**config.mk**
```make
export PLATFORM = sky130hd
export DESIGN_NAME = parking_request_initiator
export DESIGN_NICKNAME = d
export VERILOG_FILES = /design/src/rtl/parking_pkg.sv /design/src/rtl/parking_cycle_timer.sv /design/src/rtl/parking_request_initiator.sv
export SDC_FILE = /design/constraint.sdc
export NUM_CORES = 1
export LEC_CHECK = 0
export BUFFER_PORTS_ARGS = -buffer_cell sky130_fd_sc_hd__buf_2
export CAP_MARGIN = 20
export CORE_MARGIN = 8
export CORE_UTILIZATION = 54
export DETAILED_ROUTE_END_ITERATION = 8
export PLACE_DENSITY = 0.77
export SYNTH_ARGS = -nofsm -noshare
export SYNTH_HDL_FRONTEND = slang
export SYNTH_SLANG_ARGS = --single-unit
```
**constraint.sdc**
```tcl
create_clock -name clock -period 2.4 [get_ports clock]
set_clock_uncertainty 0.15 [all_clocks]
set_input_delay 0.24 -clock clock [delete_from_list [all_inputs] [get_ports clock]]
set_output_delay 0.24 -clock clock [all_outputs]
set_load 0.03 [all_outputs]
```
**src/rtl/parking_pkg.sv**
```systemverilog
// Shared definitions for the parking entry handshake: state encoding and default token width.
// Used by the user-panel initiator and the gate-side register manager.
package parking_pkg;

  localparam int unsigned TOKEN_W_DEFAULT = 3;
  localparam int unsigned STATE_W         = 4;

  localparam logic [STATE_W-1:0] ST_IDLE       = 4'd0;
  localparam logic [STATE_W-1:0] ST_REQ        = 4'd1;
  localparam logic [STATE_W-1:0] ST_ENTER      = 4'd2;
  localparam logic [STATE_W-1:0] ST_CONF1      = 4'd3;
  localparam logic [STATE_W-1:0] ST_GAP        = 4'd4;
  localparam logic [STATE_W-1:0] ST_CONF2      = 4'd5;
  localparam logic [STATE_W-1:0] ST_WAIT_GRANT = 4'd6;
  localparam logic [STATE_W-1:0] ST_DONE       = 4'd7;
  localparam logic [STATE_W-1:0] ST_FAIL       = 4'd8;

  typedef enum logic [STATE_W-1:0] {
    S_IDLE       = ST_IDLE,
    S_REQ        = ST_REQ,
    S_ENTER      = ST_ENTER,
    S_CONF1      = ST_CONF1,
    S_GAP        = ST_GAP,
    S_CONF2      = ST_CONF2,
    S_WAIT_GRANT = ST_WAIT_GRANT,
    S_DONE       = ST_DONE,
    S_FAIL       = ST_FAIL
  } state_e;

  // States during which the manager must see request held high.
  function automatic logic holds_request(input state_e s);
    return s inside {S_REQ, S_ENTER, S_CONF1, S_GAP, S_CONF2, S_WAIT_GRANT};
  endfunction

endpackage

```
**src/rtl/parking_cycle_timer.sv**
```systemverilog
// Cycle timer with synchronous clear and enable; flags the terminal count LENGTH-1 and
// saturates there so it never wraps.
module parking_cycle_timer #(
  parameter int unsigned LENGTH = 200,
  localparam int unsigned CNT_W = (LENGTH > 2) ? $clog2(LENGTH) : 1
) (
  input  logic clock,
  input  logic reset,
  input  logic clear,
  input  logic enable,
  output logic terminal_c
);

  logic [CNT_W-1:0] count;

  assign terminal_c = (count == CNT_W'(LENGTH - 1));

  always_ff @(posedge clock) begin
    if (reset || clear) begin
      count <= '0;
    end else if (enable && !terminal_c) begin
      count <= count + CNT_W'(1);
    end
  end

endmodule

```
**src/rtl/parking_request_initiator.sv**
```systemverilog
// User-panel initiator of the parking entry handshake: holds request, captures the keyed token,
// sends two confirm pulses and waits for the manager's grant, reporting done or error.
module parking_request_initiator
  import parking_pkg::*;
#(
  parameter int unsigned TOKEN_W     = TOKEN_W_DEFAULT,
  parameter int unsigned SETUP_CYC   = 2,
  parameter int unsigned GAP_CYC     = 2,
  parameter int unsigned TIMEOUT_CYC = 200
) (
  input  logic               clock,
  input  logic               reset,
  input  logic               start_btn,
  input  logic               cancel_btn,
  input  logic               key_valid,
  input  logic [TOKEN_W-1:0] key_value,
  input  logic               grant,
  input  logic               deny,
  output logic               request,
  output logic               confirm,
  output logic [TOKEN_W-1:0] user_token,
  output logic               busy,
  output logic               done,
  output logic               error
);

  localparam int unsigned PHASE_MAX = (SETUP_CYC > GAP_CYC) ? SETUP_CYC : GAP_CYC;
  localparam int unsigned PHASE_W   = (PHASE_MAX > 1) ? $clog2(PHASE_MAX) : 1;

  state_e             state;
  state_e             state_nxt_c;
  logic [PHASE_W-1:0] phase;
  logic               phase_last_c;
  logic               state_entry_c;
  logic               timeout_c;
  logic               abortable_c;

  // Timeout watchdog runs only while waiting on the user or on the manager.
  parking_cycle_timer #(
    .LENGTH(TIMEOUT_CYC)
  ) u_timer (
    .clock     (clock),
    .reset     (reset),
    .clear     (state_entry_c),
    .enable    ((state == S_ENTER) || (state == S_WAIT_GRANT)),
    .terminal_c(timeout_c)
  );

  assign state_entry_c = (state_nxt_c != state);
  assign abortable_c   = holds_request(state) && cancel_btn;
  assign phase_last_c  = (state == S_REQ) ? (phase == PHASE_W'(SETUP_CYC - 1))
                                          : (phase == PHASE_W'(GAP_CYC - 1));

  // Next-state decision; cancel outranks deny, grant, timeout and key entry.
  always_comb begin
    state_nxt_c = state;
    if (abortable_c) begin
      state_nxt_c = S_FAIL;
    end else begin
      unique case (state)
        S_IDLE:       if (start_btn) state_nxt_c = S_REQ;
        S_REQ:        if (phase_last_c) state_nxt_c = S_ENTER;
        S_ENTER: begin
          if (timeout_c)      state_nxt_c = S_FAIL;
          else if (key_valid) state_nxt_c = S_CONF1;
        end
        S_CONF1:      state_nxt_c = S_GAP;
        S_GAP: begin
          if (deny)              state_nxt_c = S_FAIL;
          else if (phase_last_c) state_nxt_c = S_CONF2;
        end
        S_CONF2:      state_nxt_c = S_WAIT_GRANT;
        S_WAIT_GRANT: begin
          if (deny)           state_nxt_c = S_FAIL;
          else if (grant)     state_nxt_c = S_DONE;
          else if (timeout_c) state_nxt_c = S_FAIL;
        end
        S_DONE:       state_nxt_c = S_IDLE;
        S_FAIL:       state_nxt_c = S_IDLE;
        default:      state_nxt_c = S_IDLE;
      endcase
    end
  end

  // State, phase counter and outputs registered together so outputs track the state exactly.
  always_ff @(posedge clock) begin
    if (reset) begin
      state      <= S_IDLE;
      phase      <= '0;
      request    <= 1'b0;
      confirm    <= 1'b0;
      busy       <= 1'b0;
      done       <= 1'b0;
      error      <= 1'b0;
      user_token <= '0;
    end else begin
      state   <= state_nxt_c;
      request <= holds_request(state_nxt_c);
      confirm <= (state_nxt_c == S_CONF1) || (state_nxt_c == S_CONF2);
      busy    <= (state_nxt_c != S_IDLE);
      done    <= (state_nxt_c == S_DONE);
      error   <= (state_nxt_c == S_FAIL);

      if (state_entry_c) begin
        phase <= '0;
      end else if ((state == S_REQ) || (state == S_GAP)) begin
        phase <= phase + PHASE_W'(1);
      end

      if ((state == S_ENTER) && (state_nxt_c == S_CONF1)) begin
        user_token <= key_value;
      end
    end
  end

endmodule

```
* After elaboration in Yosys (flattened, before gate mapping)
Cells that the tools add are included.
** Storage, ports and cells
- Bits in registers :: 21
- Latch bits :: 0
- Memory bits (writable) :: 0
- Memory bits (read-only) :: 0
- Output and inout port bits :: 8
- Memories kept :: 0
** Operators by class
- Add/subtract/negate cells :: 2
- $mul :: 0
- Div/mod/pow operators :: 0
- Order comparisons :: 0
- Equality and inequality tests :: 16
- Shift-type cells :: 0
- Multiplexer cells :: 11
- Bitwise gates (word level) :: 0
- Reduce and logical (&&, ||, !) cells :: 13
** Operators with widths (number)
- 2-to-1 mux 4 bit :: 10
- equality test 4 x 3 -> 1 bit, second input constant :: 7
- one-hot mux 4 bit (7 select lines) :: 1
- equality test 4 x 2 -> 1 bit, second input constant :: 4
- nonzero test 6 bit :: 2
- adder 8 x 1 -> 8 bit, second input constant :: 1
- equality test 4 x 1 -> 1 bit, second input constant :: 2
- equality test 8 bit, second input constant :: 1
- equality test 4 bit, second input constant :: 1
- logical NOT 4 bit :: 1
- logical OR 1 bit :: 4
- != test 4 bit :: 1
- nonzero test 4 bit :: 1
- logical AND 1 bit :: 3
- OR reduction 2 bit :: 1
- adder 1 bit, second input constant :: 1
- logical NOT 1 bit :: 1

* Depth between registers and ports, before layout
Gate-level depths: netlist (run 1).
- Depth in word-level cells :: 8
- Gate-level depth with buffers :: 6
- Depth with buffers taken out :: 6

* By module
Synthesis (run 1) repeated with hierarchy kept, for this count alone.
** Unflattened totals
- Cells, all modules :: 141
- Area, all modules :: 1277.5 sq um
** Modules (own cells, without submodules)
- parking_request_initiator :: instances 1, cells an instance 97, area each 867.1 sq um, seq. area each 260.2 sq um
- parking_cycle_timer :: instances 1, cells an instance 44, area each 410.4 sq um, seq. area each 160.2 sq um

* Worst setup path after synthesis (run 1)
OpenSTA, ideal clock, no wires.
- Path kind :: reg2reg
- Start point :: register u_timer.count[0]
- End point :: register confirm
- Library setup time :: 0.070 ns
- Data arrival time :: 1.740 ns
- Required time :: 2.180 ns
- Slack :: 0.441 ns
- Cell stages (with the launch flop) :: 7
- Path buffers :: 0
- Path through :: dfxtp_1 -> ha_1 -> and4b_1 -> a211o_1 -> and2_1 -> or3_1 -> a21oi_1
** On the way
- Longest elaborated chain between the ends :: 8
- Elaborated cells between the ends (all ways) :: 10
** Ends and longest elaborated chain
- start, declared :: RTL line parking_cycle_timer.sv:14 : logic [CNT_W-1:0] count;
- start signal, assigned :: RTL line parking_cycle_timer.sv:22 : count <= count + CNT_W'(1);
- equality test 8 bit (*) :: RTL line parking_cycle_timer.sv:16 : assign terminal_c = (count == CNT_W'(LENGTH - 1));
- 2-to-1 mux 4 bit :: RTL line parking_request_initiator.sv:76 : else if (timeout_c) state_nxt_c = S_FAIL;
- 2-to-1 mux 4 bit :: RTL line parking_request_initiator.sv:75 : else if (grant) state_nxt_c = S_DONE;
- 2-to-1 mux 4 bit :: RTL line parking_request_initiator.sv:74 : if (deny) state_nxt_c = S_FAIL;
- one-hot mux 4 bit (7 select lines) (*) :: RTL line parking_request_initiator.sv:60 : unique case (state)
- 2-to-1 mux 4 bit (*) :: RTL line parking_request_initiator.sv:57 : if (abortable_c) begin
- equality test 4 x 2 -> 1 bit or equality test 4 x 3 -> 1 bit (tied branches) :: RTL line parking_request_initiator.sv:99 : confirm <= (state_nxt_c == S_CONF1) || (state_nxt_c == S_CONF2);
- logical OR 1 bit (*) :: RTL line parking_request_initiator.sv:99
- end signal, assigned :: RTL line parking_request_initiator.sv:99
- end, declared :: RTL line parking_request_initiator.sv:20 : output logic confirm,
Mark *: on every way between the ends. The rest lies on a longest branch, timed or not.
A chain may end at the register's enable or synchronous reset.

* Worst setup path in the final report (run 1)
- Start point :: register state[1]
- End point :: register u_timer.count[7]
** On the way
- Longest elaborated chain between the ends :: 7
- Elaborated cells between the ends (all ways) :: 24
** Ends and longest elaborated chain
- start, declared :: RTL line parking_request_initiator.sv:30 : state_e state;
- start signal, assigned :: RTL line parking_request_initiator.sv:97 : state <= state_nxt_c;
- 2-to-1 mux 4 bit :: RTL line parking_request_initiator.sv:76
- 2-to-1 mux 4 bit :: RTL line parking_request_initiator.sv:75
- 2-to-1 mux 4 bit :: RTL line parking_request_initiator.sv:74
- one-hot mux 4 bit (7 select lines) :: RTL line parking_request_initiator.sv:60
- 2-to-1 mux 4 bit :: RTL line parking_request_initiator.sv:57
- != test 4 bit :: RTL line parking_request_initiator.sv:49 : assign state_entry_c = (state_nxt_c != state);
- logical OR 1 bit :: RTL line parking_cycle_timer.sv:19 : if (reset || clear) begin
Parallel ways exist; a longest one is shown, timed or not.

==> summary.md, run 1 <==
| Metric | Value |
|---|---|
| First-pass iteration count of the detailed router | `4` |
| Synth top cells by count | `dfxtp_1 (21), nor2_1 (12), nand2_1 (11), nor3_1 (11)` |
| WHS Path Cells | `3` |
| Setup violators final | `0` |
| Ys async rst share | `0%` |
| Final Net Count | `167` |
| Critical path endpoint category | `flip-flop` |
| HP Class | `in -> reg` |
| Setup TNS | `0 ns` |
| Final hold violations | `0` |
| Placed insts | `178` |
| Synth Instances | `133` |
| Total number of vias | `1027` |
| CP max FO | `9` |
| Remaining DRCs | `0` |
| Hold buffer count at CTS | `0` |
| Initial antenna violation count | `0` |
| Iter 0 DRT Violations | `26` |
| # IOs | `18` |
| Most frequent cell after synthesis | `dfxtp_1` |
| Share of cells above drive strength 1 | `22.6%` |
| YS warnings | `0` |
| Post-Synthesis Cell Area | `1140 um^2` |
| Register area share after synthesis | `36.8%` |
| Top FF cell, synth | `dfxtp_1` |
| Post-Syn Nets | `144` |
| Dpl hpwl | `2.00 mm` |
| Worst r2r dst | `u_timer.count[7]` |
| Diodes inserted | `0` |
| WL per Instance | `14.2 um` |
| Core Region | `1980 um^2` |
| Area Growth Syn to Fin | `15.0%` |
| Max VDD drop | `401 uV` |
| WHS | `0.00155 ns` |
| Gr usage total | `14.8%` |
| R2r worst-path depth | `5` |
| Synth unique cells | `44` |
| Max-slew violations | `0` |
| Root buf cell | `clkbuf_4` |
| Period utilization | `92.1%` |
| Hold endpoint | `user_token[0]` |
| TritonCTS Buffers | `3` |
| R2r startpoint | `state[1]` |
| Slowest cell on crit path | `dfxtp_1` |
| P_leak | `0.527 nW` |
| Cts repair resizes | `0` |
| Die Span X | `62.0 um` |
| Clock slew at reported path FFs | `0.12 ns` |
| Setup Fix Bufs, Post-CTS | `0` |
| Design Power | `0.705 mW` |
| Largest net degree at the start of global routing | `14` |
| Die ar. | `3850 um^2` |
| Number of synthesized register bits | `21` |
| Status | `finished clean` |
| GR Overflow Total | `0` |
| Post-synth EDFFs | `0` |
| Top cell type by total area after synthesis | `dfxtp_1` |
| RSZ-0062 raised after global routing | `false` |
| Reg2reg setup slack | `0.19 ns` |
| Post-route ant nets | `0` |
| # fillers | `172` |
| Top cell type's share of synthesized area | `36.8%` |
| Die Span Y | `62.0 um` |
| P per Cell Area | `536 nW/um^2` |
| Starting density of the core | `57.7%` |
| Worst slew pin tran | `0.539 ns` |
| Vias per inst | `5.64` |
| Area of the multi-input gates | `692 um^2` |
| Crit path required time | `2.48 ns` |
| Slew headroom | `64.0%` |
| Critical path type | `reg -> reg` |
| # port buffers | `17` |
| Synth top area cells | `dfxtp_1 (37%), nor3_1 (4.8%), xor2_1 (4.6%), nor2_1 (3.9%), nand2_1 (3.6%)` |
| Vias in the first global route | `945` |
| Setup crit start kind | `flip-flop` |
| Routed wire length | `2.58 mm` |
| Clk sink count | `21` |
| Mapped Avg Cell Area | `8.60 um^2` |
| Max clock buf depth | `2` |
| First-pass GRT wire length | `4.22 mm` |
| CTS tree | `yes` |
| Slowest stage delay, CP | `0.48 ns` |
| WP data arrival | `2.29 ns` |
| Hold_sp | `key_value[0]` |
| Num rows | `16` |
| Register Area | `420 um^2` |
| Non-filler instance count after layout | `182` |
| H-tree lvl count | `1` |
| Gpl congestion | `0.873` |
| Worst-path cell chain | `or3b_4, a211o_1, a211oi_2, o2111ai_2, nor3_1` |
| Maxcap violations | `0` |
| Max Clock Freq | `452 MHz` |
| Skew-Pair Late Insertion Delay | `0.31 ns` |
| Fin crit period | `2.21 ns` |
power by group:
part / internal (mW) / switching, mW
registers: 0.363 / 0.0159
clock network: 0.0623 / 0.109
logic: 0.0608 / 0.0943
cells by family after synthesis:
kind of cell    share of synthesized area, %
compound gates                          17.2
buf+inv                                 2.73
simple gates                            30.1
xor+xnor                                7.66
mux                                     4.49
fa+ha+maj                               1.09
flops                                   36.8
metrics by stage:
stage / util, % / cell area, um^2 / setup WS [ns]
global route: 66.4 / 1320 / 0.0445
floorplan: - / 1140 / 0.441
detailed placement: 65.0 / 1290 / 0.236
finish: 66.4 / 1320 / 0.190
global placement: 65.0 / 1290 / 0.294
CTS: 66.4 / 1320 / 0.199
per-layer routing:
metal / GRT usage [%] / part of all wire (%) / vias up / wire [um]
li1: - / - / 517 / -
met1: 18.8 / 45 / 468 / 1170
met2: 23.6 / 46 / 37 / 1200
met3: 3.09 / 6.7 / 5 / 174
met4: 5.84 / 1.5 / 0 / 39
met5: 0 / 0 / - / 0
area by class of cell:
cell class	count	area share (%)
clock buffer	3	1.71
clock inverter	1	0.381
inverter	3	0.856
multi-input combinational	104	52.6
sequential	21	32.0
tap	27	2.57
timing repair buffer	23	9.90
worst max-delay path: cells and delay by family, from the launching register on:
family	cells	cell delay (ns)
flip-flops	1	0.48
AO/OA/AOI/OAI	3	0.78
AND/OR/NAND/NOR	2	0.71
state kept, by name, indices dropped and copies added, names as in the netlist:
name / flops
user_token: 3
request: 1
busy: 1
done: 1
error: 1
confirm: 1
state: 4
u_timer.count: 8
phase: 1
cell usage in the layout, fill, tap and decap left out, drive strengths merged, types with 2 or more instances in the layout:
master and instances:
and2 3, buf 23, nand2b 3, and3 2
nor2 12, clkbuf 3, nor3 11, o21ai 5
xor2 6, a211oi 2, nand2 11, a21oi 6
xnor2 4, mux2i 4, or3 2, a211o 3
inv 3, or2 3, nor3b 5, dfxtp 21
nor2b 4
worst max-delay path by stage:
stage,end,cells past startpoint,from
after detailed placement,u_timer.count[6],5,state[1]
after global routing,u_timer.count[1],6,u_timer.count[0]
after CTS,u_timer.count[6],5,state[1]
after floorplan,confirm,6,u_timer.count[0]
after global placement,u_timer.count[6],6,u_timer.count[0]
final,u_timer.count[7],5,state[1]
Power figures use the tool's default switching activity.
==> run 2, diff against run 1 <==
--- a/config.mk
+++ b/config.mk
@@ -8,9 +8,9 @@
 export BUFFER_PORTS_ARGS = -buffer_cell sky130_fd_sc_hd__buf_2
 export CAP_MARGIN = 20
 export CORE_MARGIN = 8
-export CORE_UTILIZATION = 54
+export CORE_UTILIZATION = 55
 export DETAILED_ROUTE_END_ITERATION = 8
-export PLACE_DENSITY = 0.77
+export PLACE_DENSITY = 0.78
 export SYNTH_ARGS = -nofsm -noshare
 export SYNTH_HDL_FRONTEND = slang
 export SYNTH_SLANG_ARGS = --single-unit
==> constraint.sdc (replaced) <==
create_clock -name clock -period 2.7 [get_ports clock]
set_clock_uncertainty 0.15 [all_clocks]
set_input_delay 0.27 -clock clock [delete_from_list [all_inputs] [get_ports clock]]
set_output_delay 0.27 -clock clock [all_outputs]
set_load 0.03 [all_outputs]
==> run 2 against run 1 <==
Largest cell class unchanged. Sequential share of layout area is 0.94 points higher. Hold slack better by 0.038 ns. Die area is 1.3% lower. Critical path depth stayed put. Count of clock-buffer cells in the layout stayed put. Combinational power is 17% lower. Global-route usage is 0.37 points lower. Non-clock buffer count is 5 lower. Flip-flop and latch count stayed put. Clock power is 11% lower. Critical endpoint is now request. Final cell count is 2.7% lower.
==> summary.md, run 2 (synthesis gave the netlist of run 1 again) <==
| Metric | Value |
|---|---|
| Setup TNS | `0 ns (unchanged)` |
| Skew-Pair Late Insertion Delay | `0.31 ns (about the same)` |
| Core Region | `1960 um^2 (-1.0%)` |
| Commonest non-fill, non-tap cell in the layout | `dfxtp_1` |
| Max reg flops | `8 (unchanged)` |
| Area Growth Syn to Fin | `11.7%` |
| Maxcap violations | `0 (unchanged)` |
| Setup Fix Bufs, Post-CTS | `0 (unchanged)` |
| Max VDD drop | `294 uV (-27%)` |
| Cts repair resizes | `0 (unchanged)` |
| # fillers | `194 (+13%)` |
| Die ar. | `3790 um^2 (-1.3%)` |
| Hold buffer count at CTS | `0 (unchanged)` |
| Slew headroom | `62.1% (-1.9 points)` |
| Max clock buf depth | `2 (unchanged)` |
| Area of the multi-input gates | `692 um^2 (unchanged)` |
| Routed wire length | `2.44 mm (-5.4%)` |
| P_leak | `0.501 nW (-5.1%)` |
| Vias per inst | `5.62 (-0.38%)` |
| Max Clock Freq | `421 MHz (-7.0%)` |
| GR Overflow Total | `0 (unchanged)` |
| Post-route ant nets | `0 (unchanged)` |
| RSZ-0062 raised after global routing | `false` |
| Largest net degree at the start of global routing | `18 (+4)` |
| CP max FO | `14 (+5)` |
| Largest reg by FF count | `u_timer.count` |
| Most frequent cells in the layout | `dfxtp_1 (21), buf_2 (17), nor2_1 (12)` |
| First-pass GRT wire length | `4.22 mm (unchanged)` |
| Status | `finished clean` |
| Die Span Y | `61.6 um (-0.68%)` |
| First-pass iteration count of the detailed router | `4 (unchanged)` |
| CTS tree | `yes` |
| Initial antenna violation count | `0 (unchanged)` |
| # IOs | `18 (unchanged)` |
| Die Span X | `61.6 um (-0.68%)` |
| Period utilization | `88.1% (-4.0 points)` |
| Final hold violations | `0 (unchanged)` |
| Register Area | `420 um^2 (unchanged)` |
| TritonCTS Buffers | `3 (unchanged)` |
| # port buffers | `17 (unchanged)` |
| WP data arrival | `2.44 ns (+0.15 ns)` |
| H-tree lvl count | `1 (unchanged)` |
| Gpl congestion | `0.923 (+5.7%)` |
| Clk sink count | `21 (unchanged)` |
| Clock slew at reported path FFs | `0.12 ns (about the same)` |
| WL per Instance | `13.8 um (-2.8%)` |
| Root buf cell | `clkbuf_4` |
| Starting density of the core | `58.3% (+0.59 points)` |
| Setup crit start kind | `flip-flop` |
| P per Cell Area | `487 nW/um^2 (-9.1%)` |
| Max-slew violations | `0 (unchanged)` |
| Final Net Count | `162 (-3.0%)` |
| Dpl hpwl | `1.86 mm (-6.8%)` |
| Critical path endpoint category | `flip-flop` |
| WHS | `0.0393 ns (+0.0377 ns)` |
| Worst slew pin tran | `0.564 ns (+0.0252 ns)` |
| Num rows | `16 (unchanged)` |
| Setup violators final | `0 (unchanged)` |
| Finished Cell Area | `1280 um^2 (-2.9%)` |
| Total number of vias | `995 (-3.1%)` |
| Biggest registers after layout | `u_timer.count x8, state x4, user_token x3` |
| Crit path required time | `2.76 ns (+0.28 ns)` |
| Critical path type | `reg -> reg` |
| Remaining DRCs | `0 (unchanged)` |
| Gr usage total | `14.4% (-0.37 points)` |
| Iter 0 DRT Violations | `21 (-19%)` |
| HP Class | `in -> reg` |
| Fin crit period | `2.38 ns (+0.167 ns)` |
| Diodes inserted | `0 (unchanged)` |
| Placed Area | `1250 um^2 (-2.9%)` |
| Vias in the first global route | `925 (-2.1%)` |
| Share of cells above drive strength 1 | `20.0% (-2.6 points)` |
-- run 2: cell count changes in the layout (fill, tap and decap cells not counted), sizes merged --
cell	change
buf	-5
-- run 2: cell type report --
class / count / area share (%)
clock buffers: 3 / 1.76
inverters: 3 / 0.881
clock inverters: 1 / 0.392
repair buffers: 18 / 7.25
multi-input cells: 104 / 54.2
well taps: 27 / 2.64
flip-flops and latches: 21 / 32.9
-- run 2: path summary, 6_finish.rpt --
| check | startpoint | endpoint | slack, ns | cells after the start |
|---|---|---|---|---|
| hold / removal | key_value[2] | user_token[2] | 0.04 | 3 |
| setup reg to reg | state[2] | request | 0.32 | 5 |
| hold reg to reg | user_token[2] | user_token[2] | 0.36 | 2 |
| setup / recovery | state[2] | request | 0.32 | 5 |
-- run 2: metal layers --
layer / GRT usage, % / share of wire (%) / vias to the layer above
met3: 3.97 / 7.7 / 2
met5: 0 / 0 / -
li1: - / - / 510
met2: 21.3 / 44 / 31
met1: 19.7 / 48 / 452
met4: 3.90 / 0.49 / 0
-- run 2: power breakdown --
part           internal [mW]  leakage, nW  switching [mW]  total [mW]
registers              0.323        0.170          0.0194       0.342
clock network         0.0553       0.0177          0.0966       0.152
logic                 0.0495        0.313          0.0790       0.128
total                  0.428        0.501           0.195       0.623
-- run 2: worst max-delay path: stages (launching register included) --
cell and delay [ns]:
dfxtp_1 0.60, nor4bb_1 0.55, a22oi_1 0.12, a211o_1 0.32, a211o_1 0.35, and3b_1 0.19
-- run 2: per-stage QoR --
stage	utilization [%]	setup slack, ns	std cells	power, mW
after global routing	65.1	0.187	177	0.657
after global placement	63.7	0.401	173	0.472
after detailed placement	63.7	0.358	173	0.476
final	65.1	0.323	177	0.623
after floorplan	-	0.741	133	0.440
after CTS	65.1	0.339	177	0.623
